## src/rtl/fast9_frame_scheduler.sv

```systemverilog
// fast9_frame_scheduler: frame-level sequencer for the FAST-9 datapath.
// Clears both result banks, runs the detect pass (scores -> bank 0), then the
// NMS pass (corner map -> bank 1), driving the shared compute unit and the
// single result-RAM write port.
// Optional feature: define FAST9_SCHED_WATCHDOG_EN to enable a watchdog that
// aborts a frame when the compute unit stalls for TIMEOUT cycles.
module fast9_frame_scheduler #(
  parameter int WIDTH   = 160,
  parameter int HEIGHT  = 120,
  parameter int BORDER  = 3,
  parameter int ADDR_W  = 15,
  parameter int TIMEOUT = 1023
) (
  input  logic              clock,
  input  logic              reset,
  input  logic              start,
  output logic              busy,
  output logic              done,
  output logic              unitReq,
  output logic              unitMode,
  output logic [ADDR_W-1:0] unitAddr,
  input  logic              unitAck,
  input  logic              unitDone,
  input  logic [7:0]        unitResult,
  output logic              outWrite,
  output logic              outBank,
  output logic [ADDR_W-1:0] outAddr,
  output logic [7:0]        outPixel,
  output logic              error
);

  // With no interior pixels there is nothing to scan; the frame ends after CLEAR.
  localparam bit DEGEN = (WIDTH <= 2 * BORDER) || (HEIGHT <= 2 * BORDER);

  localparam logic [ADDR_W-1:0] PIX_LAST   = ADDR_W'(WIDTH * HEIGHT - 1);
  localparam logic [ADDR_W-1:0] POS_FIRST  = ADDR_W'(BORDER);
  localparam logic [ADDR_W-1:0] X_LAST     = DEGEN ? POS_FIRST : ADDR_W'(WIDTH - BORDER - 1);
  localparam logic [ADDR_W-1:0] Y_LAST     = DEGEN ? POS_FIRST : ADDR_W'(HEIGHT - BORDER - 1);
  localparam logic [ADDR_W-1:0] FIRST_ADDR = ADDR_W'(BORDER * WIDTH + BORDER);
  // Jump from the last interior pixel of a row to the first of the next row.
  localparam logic [ADDR_W-1:0] ROW_STEP   = ADDR_W'(2 * BORDER + 1);

  typedef enum logic [2:0] {IDLE, CLEAR, REQ, WAIT, WRITE, FIN} stateT;

  stateT             stateReg, stateNext;
  logic              modeReg, modeNext;
  logic [ADDR_W-1:0] xReg, xNext;
  logic [ADDR_W-1:0] yReg, yNext;
  logic [ADDR_W-1:0] centreReg, centreNext;
  logic [ADDR_W-1:0] clearAddrReg, clearAddrNext;
  logic              clearBankReg, clearBankNext;
  logic [7:0]        resultReg, resultNext;
  // Last write-port values, so the port holds steady between writes.
  logic [ADDR_W-1:0] heldAddrReg;
  logic              heldBankReg;
  logic [7:0]        heldPixelReg;
  logic              timeoutHit;

  assign unitMode = modeReg;
  assign unitAddr = centreReg;

`ifdef FAST9_SCHED_WATCHDOG_EN
  localparam int WD_W = $clog2(TIMEOUT + 1);
  logic [WD_W-1:0] wdCountReg;
  logic            errorReg;

  assign timeoutHit = ((stateReg == REQ) || (stateReg == WAIT)) &&
                      (wdCountReg == WD_W'(TIMEOUT));
  assign error = errorReg;

  // Stall counter: restarts on every state change, counts only while waiting on the unit.
  always_ff @(posedge clock) begin
    if (reset || (stateNext != stateReg)) begin
      wdCountReg <= '0;
    end else if ((stateReg == REQ || stateReg == WAIT) && !timeoutHit) begin
      wdCountReg <= wdCountReg + WD_W'(1);
    end
  end

  // Sticky abort flag, cleared by the next accepted start.
  always_ff @(posedge clock) begin
    if (reset) begin
      errorReg <= 1'b0;
    end else if (stateReg == IDLE && start) begin
      errorReg <= 1'b0;
    end else if (timeoutHit) begin
      errorReg <= 1'b1;
    end
  end
`else
  assign timeoutHit = 1'b0;
  assign error      = 1'b0;
`endif

  // State and datapath registers; reset aborts any frame in progress.
  always_ff @(posedge clock) begin
    if (reset) begin
      stateReg     <= IDLE;
      modeReg      <= 1'b0;
      xReg         <= '0;
      yReg         <= '0;
      centreReg    <= '0;
      clearAddrReg <= '0;
      clearBankReg <= 1'b0;
      resultReg    <= '0;
      heldAddrReg  <= '0;
      heldBankReg  <= 1'b0;
      heldPixelReg <= '0;
    end else begin
      stateReg     <= stateNext;
      modeReg      <= modeNext;
      xReg         <= xNext;
      yReg         <= yNext;
      centreReg    <= centreNext;
      clearAddrReg <= clearAddrNext;
      clearBankReg <= clearBankNext;
      resultReg    <= resultNext;
      heldAddrReg  <= outAddr;
      heldBankReg  <= outBank;
      heldPixelReg <= outPixel;
    end
  end

  // Next-state, scan bookkeeping and output decode.
  always_comb begin
    stateNext     = stateReg;
    modeNext      = modeReg;
    xNext         = xReg;
    yNext         = yReg;
    centreNext    = centreReg;
    clearAddrNext = clearAddrReg;
    clearBankNext = clearBankReg;
    resultNext    = resultReg;
    busy          = 1'b0;
    done          = 1'b0;
    unitReq       = 1'b0;
    outWrite      = 1'b0;
    outAddr       = heldAddrReg;
    outBank       = heldBankReg;
    outPixel      = heldPixelReg;

    case (stateReg)
      IDLE: begin
        if (start) begin
          stateNext     = CLEAR;
          clearAddrNext = '0;
          clearBankNext = 1'b0;
        end
      end

      CLEAR: begin
        busy     = 1'b1;
        outWrite = 1'b1;
        outAddr  = clearAddrReg;
        outBank  = clearBankReg;
        outPixel = 8'h00;
        if (clearAddrReg == PIX_LAST) begin
          clearAddrNext = '0;
          if (clearBankReg) begin
            stateNext  = DEGEN ? FIN : REQ;
            modeNext   = 1'b0;
            xNext      = POS_FIRST;
            yNext      = POS_FIRST;
            centreNext = FIRST_ADDR;
          end else begin
            clearBankNext = 1'b1;
          end
        end else begin
          clearAddrNext = clearAddrReg + ADDR_W'(1);
        end
      end

      REQ: begin
        busy = 1'b1;
        if (timeoutHit) begin
          stateNext = FIN;
        end else begin
          unitReq = 1'b1;
          if (unitAck) begin
            if (unitDone) begin
              resultNext = unitResult;
              stateNext  = WRITE;
            end else begin
              stateNext = WAIT;
            end
          end
        end
      end

      WAIT: begin
        busy = 1'b1;
        if (timeoutHit) begin
          stateNext = FIN;
        end else if (unitDone) begin
          resultNext = unitResult;
          stateNext  = WRITE;
        end
      end

      WRITE: begin
        busy     = 1'b1;
        outWrite = 1'b1;
        outAddr  = centreReg;
        outBank  = modeReg;
        outPixel = modeReg ? ((resultReg != 8'h00) ? 8'hff : 8'h00) : resultReg;
        stateNext = REQ;
        if (xReg == X_LAST) begin
          if (yReg == Y_LAST) begin
            xNext      = POS_FIRST;
            yNext      = POS_FIRST;
            centreNext = FIRST_ADDR;
            if (modeReg) begin
              stateNext = FIN;
            end else begin
              modeNext = 1'b1;
            end
          end else begin
            xNext      = POS_FIRST;
            yNext      = yReg + ADDR_W'(1);
            centreNext = centreReg + ROW_STEP;
          end
        end else begin
          xNext      = xReg + ADDR_W'(1);
          centreNext = centreReg + ADDR_W'(1);
        end
      end

      FIN: begin
        done      = 1'b1;
        stateNext = IDLE;
      end

      default: stateNext = IDLE;
    endcase
  end

endmodule
```

## config.mk

```make
export PLATFORM = sky130hd
export DESIGN_NAME = fast9_frame_scheduler
export DESIGN_NICKNAME = d
export VERILOG_FILES = /design/src/rtl/fast9_frame_scheduler.sv
export SDC_FILE = /design/constraint.sdc
export NUM_CORES = 1
export LEC_CHECK = 0
export ABC_AREA = 0
export CAP_MARGIN = 20
export CELL_PAD_IN_SITES_DETAIL_PLACEMENT = 1
export CELL_PAD_IN_SITES_GLOBAL_PLACEMENT = 2
export CORE_MARGIN = 2
export CORE_UTILIZATION = 30
export DETAILED_ROUTE_END_ITERATION = 6
export GPL_TIMING_DRIVEN = 0
export PLACE_DENSITY = 0.85
export SYNTH_ARGS = -nofsm -noshare
export SYNTH_HDL_FRONTEND = slang
export SYNTH_SLANG_ARGS = --single-unit
```

## constraint.sdc

```tcl
create_clock -name clock -period 2.4 [get_ports clock]
set_input_delay 0.48 -clock clock [delete_from_list [all_inputs] [get_ports clock]]
set_output_delay 0.48 -clock clock [all_outputs]
set_load 0.02 [all_outputs]
```

# After elaboration in Yosys (flattened, before gate mapping)
# Index checks and enable logic that the tools add are counted.
classes:
  mux: 45
  n_reduce_logical: 14
  addsub: 5
  n_eq_ne: 15
ops:
  columns: ["op", "n"]
  rows:
  - ["15-bit two-way mux", 11]
  - ["15-bit case mux with 2 select lines", 5]
  - ["15-bit by 1-bit adder with 15-bit output, second input constant", 4]
  - ["8-bit two-way mux", 4]
  - ["8-bit case mux with 2 select lines", 2]
  - ["3-bit two-way mux", 9]
  - ["15-bit by 3-bit adder with 15-bit output, second input constant", 1]
  - ["15-bit == test, second input constant", 1]
  - ["15-bit by 7-bit == test with 1-bit output, second input constant", 1]
  - ["15-bit by 8-bit == test with 1-bit output, second input constant", 1]
  - ["3-bit case mux with 5 select lines", 1]
  - ["2-bit inequality test, second input constant", 7]
  - ["1-bit two-way mux", 10]
  - ["5-bit AND reduction", 2]
  - ["8-bit nonzero test", 1]
  - ["3-bit by 2-bit == test with 1-bit output, second input constant", 2]
  - ["3-bit == test, second input constant", 2]
  - ["1-bit case mux with 2 select lines", 3]
  - ["3-bit AND reduction", 2]
  - ["2-bit nonzero test", 3]
  - ["2-bit AND reduction", 2]
  - ["4-bit AND reduction", 1]
  - ["4-bit OR reduction", 1]
  - ["3-bit by 1-bit == test with 1-bit output, second input constant", 1]
  - ["2 further kinds", 2]
word_totals:
  regBits: 97
  input_bits: 13
  wordCells: 90

# Logic depth before layout (Yosys ltp)
# Gate-level depths: netlist of the first run.
logic_depth:
  ltp_word: 4
  depth_mapped: 10
  depth_no_buf: 8

# Worst setup path after synthesis of the first run
# No wires, ideal clock.
synth_timing:
  path_type: "register -> output"
  from: "register stateReg[2]"
  to: "output outPixel[0]"
  path_slack_ns: -0.021
  n_path_buf: 2
  path_stages_with_launch: 7
  t_arrival_ns: 1.941
  path_cell_list: "dfxtp_1 clkbuf_1 inv_1 nor3_1 clkbuf_1 o41ai_1 o21ai_0"
synth_via:
  elab_chain_cells: 2
synth_rtl:
  columns: ["item", "line_no", "source"]
  rows:
  - ["start, declared", "45", "stateT stateReg, stateNext;"]
  - ["start signal, assigned", "110", "stateReg <= stateNext;"]
  - ["3-bit == test / 3-bit by 1-bit == test with 1-bit output (equally long branches)", "142", "case (stateReg)"]
  - ["8-bit case mux with 2 select lines (*)", "142", null]
  - ["end, declared", "28", "output logic [7:0] outPixel,"]
# Mark *: on every way between the ends. The rest lies on a longest branch, timed or not.

# Final worst setup path of the first run
layout_timing:
  from: "register stateReg[1]"
  to: "output outAddr[5]"
layout_via:
  elab_chain_cells: 2
layout_rtl:
  columns: ["item", "line_no", "source"]
  rows:
  - ["3-bit == test / 3-bit by 1-bit == test with 1-bit output (equally long branches)", "142", null]
  - ["15-bit case mux with 2 select lines (*)", "142", null]
  - ["end, declared", "27", "output logic [ADDR_W-1:0] outAddr,"]
# Marks and branches as above.

==> impl_metrics.tcl, run 1 <==
set metrics [dict create \
    power_switching_mw 1.53 \
    start_util_pct 30.4 \
    n_antenna_cell 0 \
    synth_edf_count 0 \
    worst-r2r-setup-slack_ns 0.11 \
    setup_viol 0 \
    syn_inst 583 \
    finalNetCount 695 \
    ys.flop_type "dfxtp_1" \
    power_mw 4.46 \
    ios 58 \
    p_clk_share_pct 32.6 \
    firstDrtPassIters 4 \
    synthArstFlopShare_pct 0 \
    die_w_um 130 \
    slew_violations 0 \
    seqPwrFrac_pct 38.5 \
    top_usage_layer "met2" \
    globalRouteMet2Util_pct 32.5 \
    area_growth_pct 32.6 \
    hold_viol 0 \
    drt-initial-drc-count 281 \
    syn_nets 603 \
    ir_drop_uv 338 \
    via_per_inst 5.23 \
    cp_max_fo 10 \
    max_slew.worst_pin.slew_ns 0.943 \
    port_buffers 55 \
    outcome "complete, no violations" \
    intPower_mw 2.93 \
    vias 4685 \
    met1_usage_pct 24.9 \
    relSlewSlack_pct 36.4 \
    track_usage_pct 19.4 \
    globalRouteOverflowTotal 0 \
    hold_slack_ns 0.500 \
    min_period_ns 2.38 \
    ys_ff_latch 97 \
    finalWirelength_um 16200 \
    synth.distinct_cells 58 \
    grt_pass1_vias 4702 \
    ys_warn_count 0 \
    p_per_area_nw_per_um2 702 \
    critPathLaunchType "register" \
    grt_max_degree 17 \
    worstPathRequired_ns 1.92 \
    rows 46 \
    syn_area_um2 4780 \
    coreArea_um2 15700 \
    rsz0062_at_grt "yes" \
    syn_area_per_cell_um2 8.20 \
    min_period_over_period_pct 99.2 \
    clk_pin_slew_ns 0.07 \
    grt_pass1_wl_um 25300 \
    cp-end-kind "primary output" \
    dieArea_um2 17000 \
    cts_buffers 9 \
    ys_seq_area_share_pct 40.6 \
    cts_root_buf "clkbuf_16" \
    fin_ws_ns 0.0187 \
    ctsHtreeMaxLevel 3 \
    drive_gt1_share_pct 19.7 \
    worstSkewPairLatency_ns 0.36 \
    met3_usage_pct 3.03 \
    cts_tree "done" \
    post-place-ws_ns -1.16 \
    hold_class "reg2reg" \
    die_h_um 130 \
    drtAntennaViolNets 0 \
    max_freq_ghz 0.420 \
    gp_congestion 0.842 \
    grt_antenna_before_repair 0 \
    drv_cap 0 \
    detail_route.wl_per_cell_um 18.0 \
    cp_data_arrival_time_ns 1.90 \
    switching_share_pct 34.3 \
    worstSetupPathType "reg2out" \
    comb_power_share_pct 28.9 \
    cts_buffer_depth 2 \
    final.setup_skew_ns 0.0118 \
    clock-sinks 97 \
    p_leak_nw 2.38 \
    dp_hpwl_um 11000 \
    drc 0 \
]
[flip-flops by register name, summed over array words and instances (netlist names), 3 cells and up]
signal,count
clearAddrReg,15
heldAddrReg,15
heldPixelReg,8
resultReg,8
stateReg,3
unitAddr,15
xReg,15
yReg,15
[critical path, cell delays in order, from the launching register on]
cell             delay, ns
dfxtp_2               0.38
buf_6                 0.16
nor3_4                0.05
buf_8                 0.14
nor2_4                0.22
clkbuf_8              0.21
nand2_1               0.05
nand2_1               0.07
clkdlybuf4s15_2       0.26
[power groups by stage]
| stage | combinational, mW | clock [mW] | sequential, mW |
|---|---|---|---|
| floorplan | 0.637 | 0 | 1.72 |
| global placement | 0.959 | 0 | 1.73 |
| detailed placement | 0.982 | 0 | 1.73 |
| CTS | 1.23 | 1.48 | 1.71 |
| global route | 1.40 | 1.56 | 1.72 |
| finish | 1.29 | 1.45 | 1.72 |
[metrics by stage]
stage / instance area (um^2) / cells / utilization (%) / setup TNS [ns]
2_1_floorplan: 4780 / 583 / - / -0.167
3_3_place_gp: 5600 / 854 / 35.7 / -47.14
3_5_place_dp: 5600 / 854 / 35.7 / -52.73
4_1_cts: 6140 / 887 / 39.1 / -0.0146
5_1_grt: 6340 / 896 / 40.4 / -0.407
6_report: 6340 / 896 / 40.4 / 0
[synthesized netlist by cell type (6+ instances only)]
| cell | n | share of area (%) |
|---|---|---|
| mux2i_1 | 11 | 2.3 |
| xor2_1 | 23 | 4.2 |
| nand2_1 | 65 | 5.1 |
| dfxtp_1 | 97 | 41 |
| a211oi_1 | 7 | 1.1 |
| o21ai_0 | 25 | 2.6 |
| and2_1 | 6 | 0.78 |
| inv_1 | 12 | 0.94 |
| clkbuf_1 | 23 | 1.8 |
| a311oi_1 | 8 | 1.5 |
| nor2b_1 | 24 | 3.1 |
| and3_1 | 11 | 1.4 |
| ha_1 | 7 | 1.8 |
| nor3_1 | 14 | 1.5 |
| nand3_1 | 18 | 1.9 |
| nor2_1 | 85 | 6.7 |
| a22oi_1 | 15 | 2.4 |
| a21oi_1 | 29 | 3.0 |
| xnor2_1 | 9 | 1.6 |
| nand4_1 | 19 | 2.5 |
[final timing paths]
kind / startpoint / endpoint / cells past startpoint
max: stateReg[1] / outAddr[5] / 8
min: yReg[6] / yReg[6] / 2
max reg2reg: clearAddrReg[12] / yReg[10] / 7
min reg2reg: yReg[6] / yReg[6] / 2
[final cells by class]
type | instances | area (um^2)
clock inverters | 5 | 37.5
plain buffers | 30 | 215
multi-input cells | 443 | 2860
flip-flops and latches | 97 | 1960
fillers | 1879 | 9370
clock buffers | 11 | 253
well taps | 216 | 270
repair buffers | 82 | 698
inverters | 12 | 45.0
[cells in the final DEF (no fill, tap or decap), types with 5 or more instances in the layout]
master	instances
clkbuf_16	9
o21ai_2	7
nor3_1	12
a21oi_1	28
buf_4	27
a211oi_1	7
o21ai_0	17
nor2b_1	24
nand4_1	19
nand2_1	62
mux2i_1	11
buf_6	10
dfxtp_2	6
a22oi_1	13
buf_2	18
and2_1	6
ha_1	6
clkdlybuf4s50_1	28
xnor2_1	9
xor2_1	23
inv_1	11
and3_1	11
clkbuf_1	14
clkbuf_8	5
dfxtp_1	88
a311oi_1	7
nand3_1	17
o21ai_1	5
nor2_1	84
[layer usage]
metal,vias to the layer above,wire [um],share of wire (%)
met3,22,460,2.8
li1,2250,-,-
met1,2346,7370,46
met2,67,7960,49
met4,0,377,2.3
met5,-,0,0
[repair_timing]
item / 4_1_cts / 5_1_grt
cloned: 4 / 0
setup buffers: 15 / 9
resized for setup: 148 / 60
hold buffers: 0 / 0
endpoints found under the setup margin: 109 / 67
pin swaps: 4 / 8
[logic make-up after synthesis]
logic type | synth area share (%)
buffers and inverters | 3.85
other | 0.0784
muxes | 2.54
AOI/OAI and AO/OA | 16.3
adders and majority gates | 1.83
and+or+nand+nor | 29.0
xor gates and xnor gates | 5.86
DFF | 40.6
Note: power is estimated with default switching activity, not from simulation.
==> inputs of run 2 (changes only) <==
ABC_AREA = 1   (was 0)
CORE_MARGIN = 5   (was 2)
CORE_UTILIZATION = 28   (was 30)
==> run 2 against run 1 <==
- register-to-register slack improved by 0.23 ns
- flip-flop and latch count unchanged
- clock power up 10%
- clock skew is essentially flat
- total power decreased by 3.9%
- global-route usage down 2.2 points
- critical endpoint is now outAddr[1]
- final cell count is 45% higher
- clock-buffer cell count decreased by 1
- largest power group unchanged
- die area grew 43%
==> impl_metrics.tcl, run 2 <==
set metrics [dict create \
    p_per_area_nw_per_um2 592 \
    cts_tree "done" \
    area_growth_pct 21.8 \
    finalWirelength_um 20800 \
    max_freq_ghz 0.425 \
    relSlewSlack_pct 48.3 \
    ff2ff_path_depth 10 \
    ctsHtreeMaxLevel 3 \
    synthArstFlopShare_pct 0 \
    final_area_um2 7240 \
    ys_warn_count 0 \
    die_w_um 156 \
    min_period_ns 2.35 \
    start_util_pct 28.4 \
    grt_max_degree 19 \
    drv_cap 0 \
    outcome "complete, no violations" \
    dieArea_um2 24200 \
    synth_edf_count 0 \
    syn_inst 940 \
    vias 6297 \
    cts_buffers 9 \
    setup_viol 0 \
    ys_seq_area_share_pct 32.7 \
    ys.flop_type "dfxtp_1" \
    critPathLaunchType "register" \
    clk_pin_slew_ns 0.07 \
    grt_antenna_before_repair 0 \
    hold_start "heldPixelReg[0]" \
    p_leak_nw 2.89 \
    rows 53 \
    yosysTopAreaCell "dfxtp_1" \
    final_cell_mix "nand2_1 (275), nor2_1 (102), nand3_1 (94), dfxtp_1 (94), inv_1 (87)" \
    dp_hpwl_um 15700 \
    cp-end-kind "primary output" \
    globalRouteOverflowTotal 0 \
    tns_ns 0 \
    detail_route.wl_per_cell_um 16.0 \
    finalNetCount 1037 \
    power_mw 4.28 \
    post-route-util_pct 34.5 \
    layout_commonest_cell "nand2_1" \
    drtAntennaViolNets 0 \
    drt-initial-drc-count 283 \
    grt_pass1_vias 6290 \
    gp_congestion 0.830 \
    coreArea_um2 21000 \
    synth.distinct_cells 42 \
    hold_class "reg2reg" \
    syn_nets 960 \
    cts_buffer_depth 2 \
    ys_top_cells_by_area "dfxtp_1 (33%), nand2_1 (17%), nand3_1 (8.0%), nor2_1 (6.5%), a21oi_1 (5.9%)" \
    worstSetupPathType "reg2out" \
    worst-r2r-setup-slack_ns 0.34 \
    yosysMostFrequentCell "nand2_1" \
    rsz0062_at_grt "yes" \
    min_period_over_period_pct 98.1 \
    slew_violations 0 \
    hold_viol 0 \
    ys_ff_latch 97 \
    hold_slack_ns 0.473 \
    worstPathRequired_ns 1.92 \
    syn_area_um2 5940 \
    cp_data_arrival_time_ns 1.87 \
    cp_max_fo 10 \
    final.setup_skew_ns 0.0118 \
    hold-path-endpoint "heldPixelReg[0]" \
    drc 0 \
    synth_top_cells_by_count "nand2_1 (277), nor2_1 (103), dfxtp_1 (97)" \
    clock-sinks 97 \
    port_buffers 55 \
    place_area_um2 6840 \
    r2r-end "unitAddr[8]" \
    n_antenna_cell 0 \
    synth_top_area_share_pct 32.7 \
    syn_area_per_cell_um2 6.32 \
    track_usage_pct 17.2 \
    hold_depth 2 \
    grt_pass1_wl_um 33700 \
    ir_drop_uv 339 \
    fill_cells 2791 \
    timing.rr.start "unitAddr[0]" \
    via_per_inst 4.86 \
    die_h_um 156 \
    worstSkewPairLatency_ns 0.36 \
    cts_root_buf "clkbuf_16" \
    max_slew.worst_pin.slew_ns 0.776 \
    ios 58 \
    firstDrtPassIters 4 \
    drive_gt1_share_pct 13.9 \
]
==> run 2: cell types whose count changed after synthesis, moves of 10 or more <==
cell and change:
a21oi_1 +41, a21oi_2 +10, a22oi_1 -15, a31oi_1 +13, and3_1 -10, inv_1 +75, mux2i_1 -11, nand2_1 +212
nand2_2 +15, nand3_1 +77, nor2_1 +18, nor2b_1 -24
==> run 2: stage by stage <==
stage / instances / worst slack, ns
6_report: 1297 / 0.0464
5_1_grt: 1297 / -0.0210
4_1_cts: 1295 / -0.0578
3_5_place_dp: 1270 / -0.367
3_3_place_gp: 1270 / -0.347
2_1_floorplan: 940 / 0.546
==> run 2: cell type report <==
class                           instances  area, um^2  share of cell area [%]
Buffer                                 37         226                    3.13
Clock buffer                           10         239                    3.30
Clock inverter                          6        76.3                    1.05
Inverter                               98         373                    5.15
Multi-Input combinational cell        708        3460                    47.8
Sequential cell                        97        1950                    27.0
Tap cell                              275         344                    4.75
Timing Repair Buffer                   66         568                    7.85
==> run 2: worst max-delay path by stage <==
stage	cells past startpoint	from	end
6_report	9	stateReg[1]	outAddr[1]
2_1_floorplan	7	stateReg[0]	outAddr[12]
5_1_grt	9	stateReg[1]	outAddr[1]
4_1_cts	8	stateReg[0]	outPixel[6]
3_3_place_gp	6	stateReg[2]	outAddr[8]
3_5_place_dp	7	stateReg[0]	outAddr[8]
==> run 2: critical path: stages (launching register included) <==
cell	delay, ns
dfxtp_2	0.36
inv_2	0.06
nand2_2	0.09
nor2_4	0.05
buf_6	0.14
nor2_4	0.19
bufbuf_16	0.29
nand2_1	0.06
nand3_1	0.10
buf_4	0.16
==> run 2: cells by family after synthesis <==
logic type      after synthesis  synth area share [%]
simple gates                532                  39.0
fa+ha+maj                     7                  1.47
other cells                   1                0.0631
buf+inv                     135                  9.64
flops                        97                  32.7
compound gates              151                  14.7
xor+xnor                     17                  2.51
==> run 2: routing by layer <==
layer / up-vias / routed length [um] / GRT usage (%) / share of wire [%]
met5: - / 0 / 0 / 0
met4: 0 / 255 / 4.34 / 1.2
met3: 16 / 458 / 1.80 / 2.2
met2: 72 / 9420 / 28.0 / 45
met1: 3020 / 10600 / 24.4 / 51
li1: 3189 / - / - / -
==> run 2: repair_timing <==
| action | 4_1_cts | 5_1_grt |
|---|---|---|
| pin swaps | 3 | 2 |
| hold buffers | 0 | 0 |
| cloned | 2 | 0 |
| buffers inserted | 7 | 2 |
| endpoints found under the setup margin | 26 | 28 |
| gates resized for setup | 122 | 20 |
==> run 2: power breakdown <==
group          internal [mW]  switching (mW)
sequential              1.66          0.0491
combinational          0.384           0.587
clock                  0.862           0.742
total                   2.90            1.38
==> inputs of run 3 (changes only) <==
TNS_END_PERCENT = 100   (was default)
==> results of run 3 <==
The final DEF is identical to that of run 2; final timing and power are the same.
